### config.mk
export PLATFORM = sky130hd
export DESIGN_NAME = controle_multiciclo
export DESIGN_NICKNAME = d
export VERILOG_FILES = /design/src/rtl/controle_pkg.sv /design/src/rtl/decodificador_opcode.sv /design/src/rtl/controle_multiciclo.sv
export SDC_FILE = /design/constraint.sdc
export NUM_CORES = 1
export LEC_CHECK = 0
export CAP_MARGIN = 20
export CORE_ASPECT_RATIO = 1.2
export CORE_UTILIZATION = 25
export DETAILED_ROUTE_END_ITERATION = 8
export SYNTH_ARGS = -nofsm -noshare
export SYNTH_HDL_FRONTEND = slang
export SYNTH_SLANG_ARGS = --single-unit
### constraint.sdc
create_clock -name clk -period 2.1 [get_ports clk]
set_clock_uncertainty 0.05 [all_clocks]
set_input_delay 0.525 -clock clk [delete_from_list [all_inputs] [get_ports clk]]
set_output_delay 0.525 -clock clk [all_outputs]
set_load 0.02 [all_outputs]
### src/rtl/controle_pkg.sv
// Shared definitions for the multicycle controller: state encoding,
// instruction opcodes, ALU operation codes and instruction classes.
package controle_pkg;

   // Controller states; the numeric values are visible on the estado port.
   typedef enum logic [2:0] {
      BUSCA      = 3'd0,
      DECODIFICA = 3'd1,
      EXECUTA    = 3'd2,
      MEMORIA    = 3'd3,
      ESCRITA    = 3'd4,
      ERRO       = 3'd5
   } estadoT;

   // Instruction class, decides the path taken after EXECUTA.
   typedef enum logic [1:0] {
      CLASSE_ALU = 2'd0,
      CLASSE_LW  = 2'd1,
      CLASSE_SW  = 2'd2,
      CLASSE_BEQ = 2'd3
   } classeT;

   // Opcodes found in instrucao[7:5].
   localparam logic [2:0] OP_AND = 3'b000;
   localparam logic [2:0] OP_OR  = 3'b001;
   localparam logic [2:0] OP_ADD = 3'b010;
   localparam logic [2:0] OP_SUB = 3'b011;
   localparam logic [2:0] OP_SLT = 3'b100;
   localparam logic [2:0] OP_LW  = 3'b101;
   localparam logic [2:0] OP_SW  = 3'b110;
   localparam logic [2:0] OP_BEQ = 3'b111;

   // Operation codes sent to the ALU control decoder.
   localparam logic [2:0] ALU_AND = 3'b000;
   localparam logic [2:0] ALU_OR  = 3'b001;
   localparam logic [2:0] ALU_ADD = 3'b010;
   localparam logic [2:0] ALU_SUB = 3'b011;
   localparam logic [2:0] ALU_SLT = 3'b100;

endpackage

### src/rtl/decodificador_opcode.sv
// Combinational opcode decoder: maps an opcode to the ALU operation,
// the ALU second-operand select and the instruction class.
module decodificador_opcode
   import controle_pkg::*;
(
   input  logic [2:0] opcode,
   output logic [2:0] opAluDec,
   output logic       aluFonte,
   output logic [1:0] classe
);

   // Arithmetic/logic opcodes pass straight through; memory ops compute
   // an address with ADD on the immediate; BEQ compares with SUB.
   always_comb begin
      opAluDec = opcode;
      aluFonte = 1'b0;
      classe   = CLASSE_ALU;
      case (opcode)
         OP_LW: begin
            opAluDec = ALU_ADD;
            aluFonte = 1'b1;
            classe   = CLASSE_LW;
         end
         OP_SW: begin
            opAluDec = ALU_ADD;
            aluFonte = 1'b1;
            classe   = CLASSE_SW;
         end
         OP_BEQ: begin
            opAluDec = ALU_SUB;
            classe   = CLASSE_BEQ;
         end
         default: ;
      endcase
   end

endmodule

### src/rtl/controle_multiciclo.sv
// Multicycle datapath controller: fetch/decode/execute/memory/writeback
// FSM with a memory-wait timeout that parks the controller in ERRO.
// Optional feature: define CONTROLE_CONTADOR_EN to add the instr_contadas
// output, a saturating count of completed instructions.
module controle_multiciclo
   import controle_pkg::*;
#(
   parameter int TIMEOUT_MEM = 15
)
(
   input  logic       clk,
   input  logic       rst_n,
   input  logic       habilita,
   input  logic [7:0] instrucao,
   input  logic       zero,
   input  logic       mem_pronto,
   output logic       mem_le,
   output logic       mem_escreve,
   output logic       ir_escreve,
   output logic       pc_escreve,
   output logic       reg_escreve,
   output logic       alu_fonte,
   output logic       mem_para_reg,
   output logic       fonte_pc,
   output logic [2:0] opAlu,
   output logic [2:0] estado,
   output logic       erro
`ifdef CONTROLE_CONTADOR_EN
   ,
   output logic [15:0] instr_contadas
`endif
);

   // Last waiting cycle allowed before the jump to ERRO.
   localparam logic [15:0] LIMITE = 16'(TIMEOUT_MEM - 1);

   estadoT      estadoAtual;
   estadoT      proxEstado;
   logic [15:0] contador;
   logic        esperando;
   logic [2:0]  opAluDec;
   logic        aluFonte;
   logic [1:0]  classe;
   logic        unusedCampos;

   // Only the opcode field matters to the controller.
   assign unusedCampos = ^instrucao[4:0];

   decodificador_opcode uDecodificador (
      .opcode   (instrucao[7:5]),
      .opAluDec (opAluDec),
      .aluFonte (aluFonte),
      .classe   (classe)
   );

   // State register.
   always_ff @(posedge clk or negedge rst_n) begin
      if (!rst_n) estadoAtual <= BUSCA;
      else        estadoAtual <= proxEstado;
   end

   // Next state and outputs; everything stays quiet while reset is held.
   always_comb begin
      proxEstado   = estadoAtual;
      esperando    = 1'b0;
      mem_le       = 1'b0;
      mem_escreve  = 1'b0;
      ir_escreve   = 1'b0;
      pc_escreve   = 1'b0;
      reg_escreve  = 1'b0;
      alu_fonte    = 1'b0;
      mem_para_reg = 1'b0;
      fonte_pc     = 1'b0;
      opAlu        = ALU_AND;
      if (rst_n) begin
         case (estadoAtual)
            BUSCA: begin
               if (habilita) begin
                  mem_le = 1'b1;
                  if (mem_pronto) begin
                     ir_escreve = 1'b1;
                     pc_escreve = 1'b1;
                     proxEstado = DECODIFICA;
                  end else begin
                     esperando = 1'b1;
                  end
               end
            end
            DECODIFICA: proxEstado = EXECUTA;
            EXECUTA: begin
               opAlu     = opAluDec;
               alu_fonte = aluFonte;
               case (classe)
                  CLASSE_LW, CLASSE_SW: proxEstado = MEMORIA;
                  CLASSE_BEQ: begin
                     pc_escreve = zero;
                     fonte_pc   = zero;
                     proxEstado = BUSCA;
                  end
                  default: proxEstado = ESCRITA;
               endcase
            end
            MEMORIA: begin
               mem_le      = (classe == CLASSE_LW);
               mem_escreve = (classe == CLASSE_SW);
               if (mem_pronto) begin
                  proxEstado = (classe == CLASSE_LW) ? ESCRITA : BUSCA;
               end else begin
                  esperando = 1'b1;
               end
            end
            ESCRITA: begin
               reg_escreve  = 1'b1;
               mem_para_reg = (classe == CLASSE_LW);
               proxEstado   = BUSCA;
            end
            ERRO:    proxEstado = ERRO;
            default: proxEstado = BUSCA;
         endcase
         if (esperando && (contador >= LIMITE)) proxEstado = ERRO;
      end
   end

   // Wait counter: counts consecutive memory-wait cycles in one state,
   // cleared whenever the wait ends or the state changes.
   always_ff @(posedge clk or negedge rst_n) begin
      if (!rst_n)
         contador <= '0;
      else if (esperando && (proxEstado == estadoAtual))
         contador <= contador + 16'd1;
      else
         contador <= '0;
   end

   // Debug/status outputs derived from the state.
   always_comb begin
      estado = estadoAtual;
      erro   = (estadoAtual == ERRO);
   end

`ifdef CONTROLE_CONTADOR_EN
   // Completed-instruction counter: bumps on each return to BUSCA.
   always_ff @(posedge clk or negedge rst_n) begin
      if (!rst_n)
         instr_contadas <= '0;
      else if ((estadoAtual == EXECUTA || estadoAtual == MEMORIA ||
                estadoAtual == ESCRITA) && (proxEstado == BUSCA) &&
               (instr_contadas != 16'hFFFF))
         instr_contadas <= instr_contadas + 16'd1;
   end
`endif

endmodule
==> results of run 1 <==
## timing repair
action / 4_1_cts / 5_1_grt
resized for setup: 65 / 14
setup endpoints to repair: 18 / 9
pin swaps: 3 / 3
buffers inserted: 1 / 1
cloned: 0 / 0
## cell type report
type | instances | area [µm²] | share of cell area
timing repair buffer | 44 | 326.6 | 0.2219
inverter | 4 | 15.01 | 0.01020
tap | 52 | 65.06 | 0.04422
clock buffer | 4 | 45.04 | 0.03061
multi-input combinational | 75 | 544.3 | 0.3699
sequential | 19 | 475.5 | 0.3231
## power groups by stage
| stage | sequential, µW | clock, µW | combinational [µW] |
|---|---|---|---|
| after global routing | 428 | 256 | 565 |
| after floorplan | 470 | 0 | 209 |
| after CTS | 425 | 248 | 521 |
| after global placement | 432 | 0 | 520 |
| final | 425 | 237 | 524 |
| after detailed placement | 432 | 0 | 527 |
## metal layers
metal | share of wire | routed length (µm) | GRT usage | up-vias
met5 | 0 | 0 | 0 | -
met4 | 0 | 0 | 0.01587 | 0
met3 | 0.063 | 138 | 0.01852 | 0
met2 | 0.50 | 1097 | 0.2120 | 24
met1 | 0.44 | 970 | 0.1355 | 402
li1 | - | - | - | 431
## final timing paths
kind | from | to | slack [ns] | cells past startpoint
min reg2reg | contador[0]$_DFF_PN0_ | contador[0]$_DFF_PN0_ | 0.46 | 1
max in group asynchronous | rst_n | contador[9]$_DFF_PN0_ | 1.63 | 2
max reg2reg | estado[0]$_DFF_PN0_ | estado[2]$_DFF_PN0_ | 0.26 | 4
min in group clk | contador[0]$_DFF_PN0_ | contador[0]$_DFF_PN0_ | 0.46 | 1
max | estado[0]$_DFF_PN0_ | opAlu[2] | 0.03 | 5
min | rst_n | estado[0]$_DFF_PN0_ | 0.16 | 2
## Yosys cell counts, types with 2 or more instances
master	count	share of area
clkbuf_1	2	0.0078
and2_1	3	0.019
xnor2_1	2	0.018
and3_1	2	0.013
dfrtp_1	19	0.49
and4b_1	2	0.021
o211ai_1	3	0.023
ha_1	6	0.078
xor2_1	2	0.018
nand3_1	4	0.021
nor3_1	6	0.031
inv_1	4	0.016
nand2_1	5	0.019
nor2b_1	5	0.032
nand2b_1	2	0.013
nor4_1	3	0.019
nor2_1	2	0.0078
## logic make-up (layout without fill, tap and decap cells)
| group | count (synthesis) | in the layout | share of synthesized area |
|---|---|---|---|
| AOI/OAI and AO/OA | 13 | 13 | 0.1077 |
| xor gates and xnor gates | 4 | 4 | 0.03632 |
| adders and majority gates | 6 | 6 | 0.07782 |
| buffers and inverters | 6 | 52 | 0.02334 |
| DFF | 19 | 19 | 0.4929 |
| other | 1 | 11 | 0.003887 |
| and+or+nand+nor | 41 | 41 | 0.2581 |
## through the flow
stage               area [µm²]  setup slack (ns)  utilization
floorplan                 1007           0.04904            -
global placement          1435           -0.8187       0.3917
detailed placement        1435           -0.8476       0.3917
CTS                       1479          -0.02744       0.4037
global route              1471          0.001276       0.4016
finish                    1471           0.03493       0.4016
## worst max-delay path, cell delays in order (launching register included)
cell      delay, ns
dfrtp_1        0.41
and4bb_2       0.37
buf_6          0.12
nand2_2        0.05
nor3_1         0.12
buf_2          0.19
## flip-flops by register name (all words and copies together), names as in the netlist
register  cells
estado        3
contador     16
==> impl_results.md, run 1 <==
* P_leak at 0.0007046 µW
* HPWL after DPL at 1754 µm
* Outcome: finished, final reports clean
* Number of synthesized register bits at 19
* Number of flops mapped to enable cells by yosys at 0
* TNS Setup at 0 ns
* Slew Viols, Final at 0
* RSZ-0062 raised after global routing: false
* Vias at 857
* IR drop worst, VDD at 0.0004546 V
* Clock power share at 0.200
* Hold_buf cts at 0
* P_sw at 383.7 µW
* Fin crit period at 2.065 ns
* Global-route wire length before repair at 3753 µm
* TritonCTS clock tree: yes
* Post-synth ARST share at 1.000
* 1st-iter DRT viols at 28
* Largest net degree at the start of global routing at 14
* Vias per cell at 4.328
* Gr usage total at 0.1134
* Reg power frac at 0.358
* Share of cells above drive strength 1 at 0.3562
* Yosys warns at 0
* Switching share of power at 0.3237
* Synth cell types at 35
* Initial antenna violation count at 0
* TritonCTS Buffers at 3
* Hold slack at 0.1587 ns
* Antenna cells at 0
* Critical Path RT at 1.52 ns
* H-tree Lvls at 1
* FILL cells at 370
* Final-report hold violation count at 0
* Worst-skew pair later-pin latency at 0.25 ns
* Post-synth top flop: dfrtp_1
* Die area at 4112 µm²
* Layout Cells excl Fill at 198
* CP Data Arrival Time at 1.49 ns
* Post-Synthesis Cells at 90
* # port buffers at 22
* Total power at 1185 µW
* Post-synthesis sequential area ratio at 0.4929
* # IOs at 28
* Router iterations before antenna repair at 4
* Syn Area/Cell at 10.72 µm²
* Maximum buffer depth of the clock tree at 2
* Achievable Freq at 484.2 MHz
* Core area at 3664 µm²
* Placed instance count at 192
* Num Clock Sinks at 19
* Post-DRT Antenna Nets at 0
* Row count at 24
* Most common cell after layout, fill and taps aside: buf_4
* Maxcap violations at 0
* Reg clk slew, reported paths at 0.06 ns
* CTS root buf: clkbuf_8
* Hold/Removal Path Class: in2async
* Finish-stage setup viols at 0
* Residual DRC at 0
* Gpl congestion at 0.8701
* CP Capture Type: output pin
* Initial Utilization at 0.2633
* Power Dens Cells at 805.6 nW/µm²
* Type of origin of the critical path: flip-flop
* Nets at 166
* Layout Area Growth over Synthesis at 52.53%
* Synthesized area at 964.7 µm²
* Most frequent cells in the layout: buf_4 (21), dfrtp_1 (19), conb_1 (11)
* Remaining Overflow, GRT at 0
* WS Path Type: reg2out
* Vias in the first global route at 862
* Die Span Y at 70.05 µm
* Wirelength per Cell at 11.14 µm
* Pint at 801.7 µW
* Final period utilization at 0.9834
* Comb pwr share at 0.442
* Critical path peak fanout at 4
* DIE WIDTH at 58.71 µm
* Final WL at 2206 µm
(Power assumes the default switching activity.)
==> run 2, diff against run 1 <==
CORE_ASPECT_RATIO = default   (was 1.2)
==> run 2 against run 1 <==
  * Global-route usage is 0.71 points higher
  * Die area hardly changed
  * Clock-buffer cell count stayed put
  * Sequential share of layout area is 1.1 points lower
  * First-iteration DRC count is 3.6% lower
  * Largest cell class unchanged
==> impl_results.md, run 2 (synthesis gave the netlist of run 1 again) <==
* Post-DRT Antenna Nets at 0 (unchanged)
* Maximum buffer depth of the clock tree at 2 (unchanged)
* Die area at 4111 µm² (about the same)
* Outcome: finished, final reports clean
* Max FFs per register at 16 (unchanged)
* Num Clock Sinks at 19 (unchanged)
* RSZ-0062 raised after global routing: true
* TNS Setup at 0 ns (unchanged)
* Post-CTS setup buffers at 0 (-1)
* Register Area at 475.5 µm² (unchanged)
* IR drop worst, VDD at 0.0004106 V (-9.7%)
* Hold_buf cts at 0 (unchanged)
* Antenna cells at 0 (unchanged)
* CP peak stage delay at 0.24 ns (-0.17 ns)
* Finish-stage setup viols at 0 (unchanged)
* Global-route wire length before repair at 3808 µm (+1.5%)
* Critical path peak fanout at 3 (-1)
* Achievable Freq at 482.4 MHz (-0.38%)
* CP max-delay cell: or2_4
* Nets at 170 (+2.4%)
* TritonCTS clock tree: yes
* H-tree Lvls at 1 (unchanged)
* # IOs at 28 (unchanged)
* Maxcap violations at 0 (unchanged)
* Hold slack at 0.1582 ns (-0.0005060 ns)
* Reg clk slew, reported paths at 0.07 ns (about the same)
* Most frequent cells in the layout: buf_4 (27), dfrtp_1 (19), conb_1 (11)
* Type of origin of the critical path: input pin
* Worst-skew pair later-pin latency at 0.26 ns (about the same)
* HPWL after DPL at 1757 µm (+0.18%)
* Crit path max-delay family: simple AND/OR/NAND/NOR gates
* Initial Utilization at 0.2615 (-0.001786)
* Initial antenna violation count at 0 (unchanged)
* Gr usage total at 0.1204 (+0.007050)
* # port buffers at 22 (unchanged)
* Final period utilization at 0.9871 (+0.003701)
* P_leak at 0.0007307 µW (+3.7%)
* Fin crit period at 2.073 ns (+0.007772 ns)
* Vias in the first global route at 917 (+6.4%)
* Largest net degree at the start of global routing at 19 (+5)
* Gpl congestion at 0.7810 (-10%)
* Vias per cell at 4.505 (+4.1%)
* DIE WIDTH at 64.12 µm (+9.2%)
* CP Data Arrival Time at 1.50 ns (about the same)
* Hold/Removal Path Class: in2async
* FILL cells at 401 (+8.4%)
* Share of cells above drive strength 1 at 0.3733 (+0.01717)
* Final WL at 2294 µm (+4.0%)
* Row count at 22 (-8.3%)
* Total power at 1222 µW (+3.1%)
* Design Area, Final at 1525 µm² (+3.7%)
* Router iterations before antenna repair at 4 (unchanged)
* Slew Viols, Final at 0 (unchanged)
* CP Capture Type: output pin
* Final-report hold violation count at 0 (unchanged)
* Power Dens Cells at 801.1 nW/µm² (-0.56%)
* Dpl cell area at 1475 µm² (+2.8%)
* Most common cell after layout, fill and taps aside: buf_4
* 1st-iter DRT viols at 27 (-3.6%)
* Multi-input logic area at 556.8 µm² (+2.3%)
* Core area at 3689 µm² (+0.68%)
* Fin util at 0.4135 (+0.01186)
* Cell Chain, Critical Path: buf_2, and2_4, ha_1, and3_4, or2_4, buf_6
* Remaining Overflow, GRT at 0 (unchanged)
* Critical Path RT at 1.52 ns (about the same)
* Buf/Inv on CP at 2 (unchanged)
* Layout Area Growth over Synthesis at 58.11%
* Most flops, register: contador
* Residual DRC at 0 (unchanged)
* WS Path Type: in2out
* Vias at 892 (+4.1%)
* TritonCTS Buffers at 3 (unchanged)
* Die Span Y at 64.12 µm (-8.5%)
* Wirelength per Cell at 11.59 µm (+4.0%)
* CTS root buf: clkbuf_8
## run 2: final timing paths
| path | startpoint | endpoint | slack [ns] | cells after the start |
|---|---|---|---|---|
| worst max-delay path | instrucao[7] | pc_escreve | 0.03 | 6 |
| min in group clk | contador[0]$_DFF_PN0_ | contador[0]$_DFF_PN0_ | 0.46 | 1 |
| worst max register to register | estado[0]$_DFF_PN0_ | estado[0]$_DFF_PN0_ | 0.27 | 4 |
| max in group asynchronous | rst_n | contador[3]$_DFF_PN0_ | 1.48 | 3 |
| worst min-delay path | rst_n | estado[2]$_DFF_PN0_ | 0.16 | 2 |
| worst min register to register | contador[0]$_DFF_PN0_ | contador[0]$_DFF_PN0_ | 0.46 | 1 |
## run 2: area by class of cell
class,instances,share of cell area
Multi-Input combinational cell,75,0.3651
Sequential cell,19,0.3117
Timing Repair Buffer,48,0.2445
Tap cell,48,0.03938
Clock buffer,4,0.02953
Inverter,4,0.009844
## run 2: worst register-to-register path: stages, from the launching register on
cell	delay, ns
dfrtp_1	0.40
or3b_4	0.41
buf_4	0.14
a2111o_1	0.52
o221ai_1	0.22
## run 2: repair_timing
item	in CTS	in global routing
setup endpoints to repair	17	10
resized for setup	67	18
cloned	0	0
pin swaps	4	3
## run 2: stage by stage
stage	setup slack (ns)	instances
3_5_place_dp	-0.8038	194
3_3_place_gp	-0.7859	194
4_1_cts	-0.1260	198
2_1_floorplan	0.04904	100
6_report	0.02716	198
5_1_grt	-0.05863	198
## run 2: routing by layer
metal,GRT usage,share of wire,vias up
met2,0.2168,0.52,23
met1,0.1371,0.42,427
met5,0,0,-
met3,0.02143,0.045,5
met4,0.05556,0.017,0
li1,-,-,437
## run 2: where the power goes
group / leakage, µW / switching [µW] / internal [µW] / total, µW
clock network: 0.0000228 / 112 / 135 / 246
registers: 0.000236 / 23.8 / 403 / 426
logic: 0.000472 / 263 / 286 / 549
total: 0.000731 / 399 / 823 / 1220
